**src/rtl/image_filter_loader.sv**
```systemverilog
// Streams a filter block then an image block into two write-only RAM ports,
// launches the indexing pass and waits for it to report completion.
module image_filter_loader #(
    parameter int DATA_W    = 8,
    parameter int FLT_DEPTH = 27,
    parameter int IMG_DEPTH = 27
) (
    input  logic              CLK,
    input  logic              RST,
    input  logic              Load_start,
    input  logic [DATA_W-1:0] S_DATA,
    input  logic              S_VALID,
    output logic              S_READY,
    output logic [4:0]        FILTER_RAM_WADDR,
    output logic [DATA_W-1:0] FILTER_RAM_WDATA,
    output logic              FILTER_RAM_WE,
    output logic [4:0]        IMAGE_RAM_WADDR,
    output logic [DATA_W-1:0] IMAGE_RAM_WDATA,
    output logic              IMAGE_RAM_WE,
    output logic              Index_start,
    input  logic              Whole_done,
    output logic              Busy,
    output logic              Conv_done
);

    localparam logic [4:0] FLT_LAST = 5'(FLT_DEPTH - 1);
    localparam logic [4:0] IMG_LAST = 5'(IMG_DEPTH - 1);

    typedef enum logic [2:0] {
        IDLE,
        LOAD_FLT,
        LOAD_IMG,
        START,
        WAIT_DONE
    } state_t;

    state_t            state_reg, state_next;
    logic [4:0]        cnt_reg, cnt_next;
    logic              hs;
    logic              conv_done_next;

    logic              flt_we_reg, img_we_reg, conv_done_reg;
    logic [4:0]        flt_waddr_reg, img_waddr_reg;
    logic [DATA_W-1:0] flt_wdata_reg, img_wdata_reg;

    assign S_READY     = (state_reg == LOAD_FLT) || (state_reg == LOAD_IMG);
    assign hs          = S_VALID && S_READY;
    assign Busy        = (state_reg != IDLE);
    assign Index_start = (state_reg == START);

    always_comb begin
        state_next     = state_reg;
        cnt_next       = cnt_reg;
        conv_done_next = 1'b0;
        case (state_reg)
            IDLE: begin
                if (Load_start) begin
                    state_next = LOAD_FLT;
                    cnt_next   = 5'd0;
                end
            end
            LOAD_FLT: begin
                if (hs) begin
                    if (cnt_reg == FLT_LAST) begin
                        state_next = LOAD_IMG;
                        cnt_next   = 5'd0;
                    end else begin
                        cnt_next = cnt_reg + 5'd1;
                    end
                end
            end
            LOAD_IMG: begin
                if (hs) begin
                    if (cnt_reg == IMG_LAST) begin
                        state_next = START;
                        cnt_next   = 5'd0;
                    end else begin
                        cnt_next = cnt_reg + 5'd1;
                    end
                end
            end
            START: begin
                state_next = WAIT_DONE;
            end
            WAIT_DONE: begin
                // Load_start is deliberately not looked at here: completion wins.
                if (Whole_done) begin
                    state_next     = IDLE;
                    conv_done_next = 1'b1;
                end
            end
            default: begin
                state_next = IDLE;
                cnt_next   = 5'd0;
            end
        endcase
    end

    always_ff @(posedge CLK or negedge RST) begin
        if (!RST) begin
            state_reg     <= IDLE;
            cnt_reg       <= 5'd0;
            flt_we_reg    <= 1'b0;
            flt_waddr_reg <= 5'd0;
            flt_wdata_reg <= '0;
            img_we_reg    <= 1'b0;
            img_waddr_reg <= 5'd0;
            img_wdata_reg <= '0;
            conv_done_reg <= 1'b0;
        end else begin
            state_reg     <= state_next;
            cnt_reg       <= cnt_next;
            conv_done_reg <= conv_done_next;
            flt_we_reg    <= hs && (state_reg == LOAD_FLT);
            img_we_reg    <= hs && (state_reg == LOAD_IMG);
            // Address/data only move on an accepted word; WE alone qualifies them.
            if (hs && (state_reg == LOAD_FLT)) begin
                flt_waddr_reg <= cnt_reg;
                flt_wdata_reg <= S_DATA;
            end
            if (hs && (state_reg == LOAD_IMG)) begin
                img_waddr_reg <= cnt_reg;
                img_wdata_reg <= S_DATA;
            end
        end
    end

    assign FILTER_RAM_WE    = flt_we_reg;
    assign FILTER_RAM_WADDR = flt_waddr_reg;
    assign FILTER_RAM_WDATA = flt_wdata_reg;
    assign IMAGE_RAM_WE     = img_we_reg;
    assign IMAGE_RAM_WADDR  = img_waddr_reg;
    assign IMAGE_RAM_WDATA  = img_wdata_reg;
    assign Conv_done        = conv_done_reg;

endmodule

```
**config.mk**
```make
export PLATFORM = sky130hd
export DESIGN_NAME = image_filter_loader
export DESIGN_NICKNAME = d
export VERILOG_FILES = /design/src/rtl/image_filter_loader.sv
export SDC_FILE = /design/constraint.sdc
export NUM_CORES = 1
export LEC_CHECK = 0
export ABC_AREA = 1
export ABC_CLOCK_PERIOD_IN_PS = 2300
export CORE_MARGIN = 3
export CORE_UTILIZATION = 54
export CTS_BUF_LIST = sky130_fd_sc_hd__clkbuf_8
export CTS_CLUSTER_SIZE = 40
export DETAILED_ROUTE_END_ITERATION = 8
export GPL_TIMING_DRIVEN = 0
export PLACE_DENSITY = 0.95
export SETUP_SLACK_MARGIN = 0.5
export SYNTH_ARGS = -nofsm -noshare
export SYNTH_HDL_FRONTEND = slang
export SYNTH_SLANG_ARGS = --single-unit
```
**constraint.sdc**
```tcl
create_clock -name CLK -period 2.3 [get_ports CLK]
set_input_delay 0.575 -clock CLK [delete_from_list [all_inputs] [get_ports CLK]]
set_output_delay 0.575 -clock CLK [all_outputs]
set_load 0.05 [all_outputs]
```
==> results.py <==
metrics = {
    "logic_synthesis": {
        "synth_seq_cells": 37,
        "syn_nets": 204,
        "synth_simple_gate_area_share": 0.250,
        "synth_compound_area_frac": 0.101,
        "synth_fa_ha_area_frac": 0.0146,
        "synth_xor_area_frac": 0.00512,
        "syn_avg_cell_area_um2": 9.04,
        "netlist_area_um2": 1710,
        "synth_cell_type_count": 21,
        "postSynthCellCount": 189,
        "yosys_warnings": 0,
        "synth_top_family_by_area": "simple AND/OR/NAND/NOR gates",
        "yosysSeqAreaShare": 0.542,
        "synthMuxAreaShare": 0,
    },
    "worst_setup_path": {
        "arrival_ns": 1.22,
        "max_stage_delay_ns": 0.55,
        "cp_num_buf_inv": 1,
        "startpoint_type": "flop",
        "critPathTopFamily": "buffers and inverters",
        "crit_slowest_cell": "dlygate4sd2_1",
        "crit_path_end_kind": "output pin",
        "ff2ff_setup_slack_ns": 0.69,
        "path_class": "flop to output pin",
        "required_ns": 1.73,
        "crit_fanout": 2,
        "path_cells": "dlygate4sd2_1",
    },
    "die": {
        "core_um2": 2880,
        "die_w_um": 62.3,
        "fp-row-count": 19,
        "initial_core_util": 0.594,
        "dieArea_um2": 3880,
        "die_h_um": 62.3,
        "ios": 45,
    },
    "placement": {
        "dp.final_hpwl_um": 2880,
        "portBuffers": 44,
        "place.gp.congestion": 0.836,
        "dpl_cell_area_um2": 2200,
    },
    "sta": {
        "max_freq_mhz": 556,
        "fin_crit_ns": 1.80,
        "fin_skew_ns": 0.00995,
        "hold_ws_ns": 0.367,
        "slew_viol_final": 0,
        "tightestPinTransition_ns": 0.807,
        "fin_crit_sh": 0.782,
        "setup_violations": 0,
        "fin_tns_setup_ns": 0,
        "hold_viol_final": 0,
        "rsz0062_at_grt": "yes",
        "relSlewSlack": 0.462,
    },
    "pwr": {
        "switching_share": 0.498,
        "pwr-share-seq": 0.260,
        "power_leakage_nw": 1.31,
        "clkPwrFrac": 0.154,
        "combPwrFrac": 0.586,
        "ir_drop_v": 0.00116,
        "p_int_mw": 1.93,
        "p_total_mw": 3.84,
        "switchingPower_mw": 1.91,
        "powerDensity_nw_per_um2": 1590,
    },
    "finish": {
        "layout-drive-gt1-share": 0.216,
        "diodes": 0,
        "area_growth_pct": 41.1,
        "finalInstanceArea_um2": 2410,
        "fill_cells": 163,
        "layout_commonest_cell": "nand2_1",
        "finish.utilization": 0.838,
        "multi_input_area_um2": 661,
        "final_cell_mix": "nand2_1 (57), dfrtp_1 (36), dlygate4sd2_1 (24)",
        "regArea_um2": 927,
        "nNetsFinal": 264,
    },
    "detailed_routing": {
        "drt_iter0_drc": 151,
        "drt_wl_total_um": 4860,
        "wl_per_cell_um": 16.6,
        "drtPass1Iterations": 5,
        "viasPerCell": 5.41,
        "via_count": 1581,
        "ant_nets": 0,
        "drc": 0,
    },
    "global_route": {
        "grt_overflow": 0,
        "grt_max_degree": 38,
        "grt_pass1_vias": 1533,
        "grt_first_pass_wirelength_um": 7290,
        "antenna_found_initial": 0,
        "grtUsageTotal": 0.235,
    },
    "cts": {
        "clock-root-buffer": "clkbuf_8",
        "clkSlewWorstSetupHoldPaths_ns": 0.08,
        "htree_num_levels": 2,
        "cts_tree": "done",
        "cts_made_buffers": 5,
        "clockBufferDepth": 2,
        "cts_hold_buffers": 0,
        "insertion_delay_ns": 0.29,
        "cts_sinks": 37,
    },
    "outcome": {
        "status": "finished, final reports clean",
    },
    "run": {
        "max_cap_viol_count": 0,
    },
    "hold_path": {
        "worstHoldPathType": "input port to async pin",
    },
}
timing repair:
item	CTS	global route
resized for setup	48	26
buffers inserted	4	5
pin swaps	1	4
hold endpoints to repair	0	0
endpoints found under the setup margin	32	8
power by group through the flow:
| stage | Combinational (mW) | Clock [mW] | Sequential, mW |
|---|---|---|---|
| final | 2.25 | 0.592 | 0.998 |
| after global placement | 1.99 | 0 | 0.984 |
| after detailed placement | 2.04 | 0 | 0.999 |
| after CTS | 1.98 | 0.589 | 0.980 |
| after global routing | 2.37 | 0.628 | 1.02 |
| after floorplan | 0.826 | 0 | 1.58 |
final cells by class:
class / instances / share of cell area
well taps: 42 / 0.0218
multi-input cells: 120 / 0.274
clock buffers: 6 / 0.0343
repair buffers: 53 / 0.202
clock inverters: 2 / 0.0156
inverters: 25 / 0.0431
flip-flops and latches: 37 / 0.385
plain buffers: 7 / 0.0249
worst paths after layout:
kind | startpoint | endpoint | depth (start not counted)
hold / removal | RST | IMAGE_RAM_WDATA[0] | 1
setup / recovery | FILTER_RAM_WADDR[2] | FILTER_RAM_WADDR[2] | 1
max in group asynchronous | RST | state_reg[2] | 1
hold reg to reg | FILTER_RAM_WDATA[0] | FILTER_RAM_WDATA[0] | 2
setup reg to reg | state_reg[0] | cnt_reg[2] | 11
min in group CLK | FILTER_RAM_WDATA[0] | FILTER_RAM_WDATA[0] | 2
metal layers:
| metal | vias up | share of wire | GRT usage |
|---|---|---|---|
| met5 | - | 0 | 0 |
| met4 | 0 | 0.020 | 0.0523 |
| met3 | 10 | 0.079 | 0.0667 |
| met2 | 86 | 0.52 | 0.419 |
| met1 | 766 | 0.38 | 0.281 |
| li1 | 719 | - | - |
cells in the mapped netlist:
cell type,instances,share of area
nand3_1,11,0.032
dfrtp_1,37,0.54
nor2_4,2,0.013
nand2_1,58,0.13
xor2_1,1,0.0051
inv_1,24,0.053
buf_4,1,0.0044
nand4_1,3,0.011
o21ai_1,5,0.015
ha_1,2,0.015
nand2_4,1,0.0066
nand3_4,1,0.010
o21ai_2,10,0.051
nand4_4,1,0.012
nand2_2,3,0.011
nor2_1,9,0.020
nand3_2,1,0.0059
buf_6,3,0.020
o21ai_0,12,0.035
inv_2,1,0.0022
buf_2,3,0.0088
logic make-up (layout without fill, tap and decap cells):
| family | after synthesis | after routing |
|---|---|---|
| simple gates | 90 | 90 |
| flops | 37 | 37 |
| buf+inv | 32 | 93 |
| compound gates | 27 | 27 |
| fa+ha+maj | 2 | 2 |
| xor+xnor | 1 | 1 |
per-stage QoR:
stage,instances,setup slack (ns)
finish,292,0.502
global route,292,0.476
CTS,287,0.286
detailed placement,275,0.0142
global placement,275,-0.141
floorplan,189,0.735
Note: power is estimated with default switching activity, not from simulation.
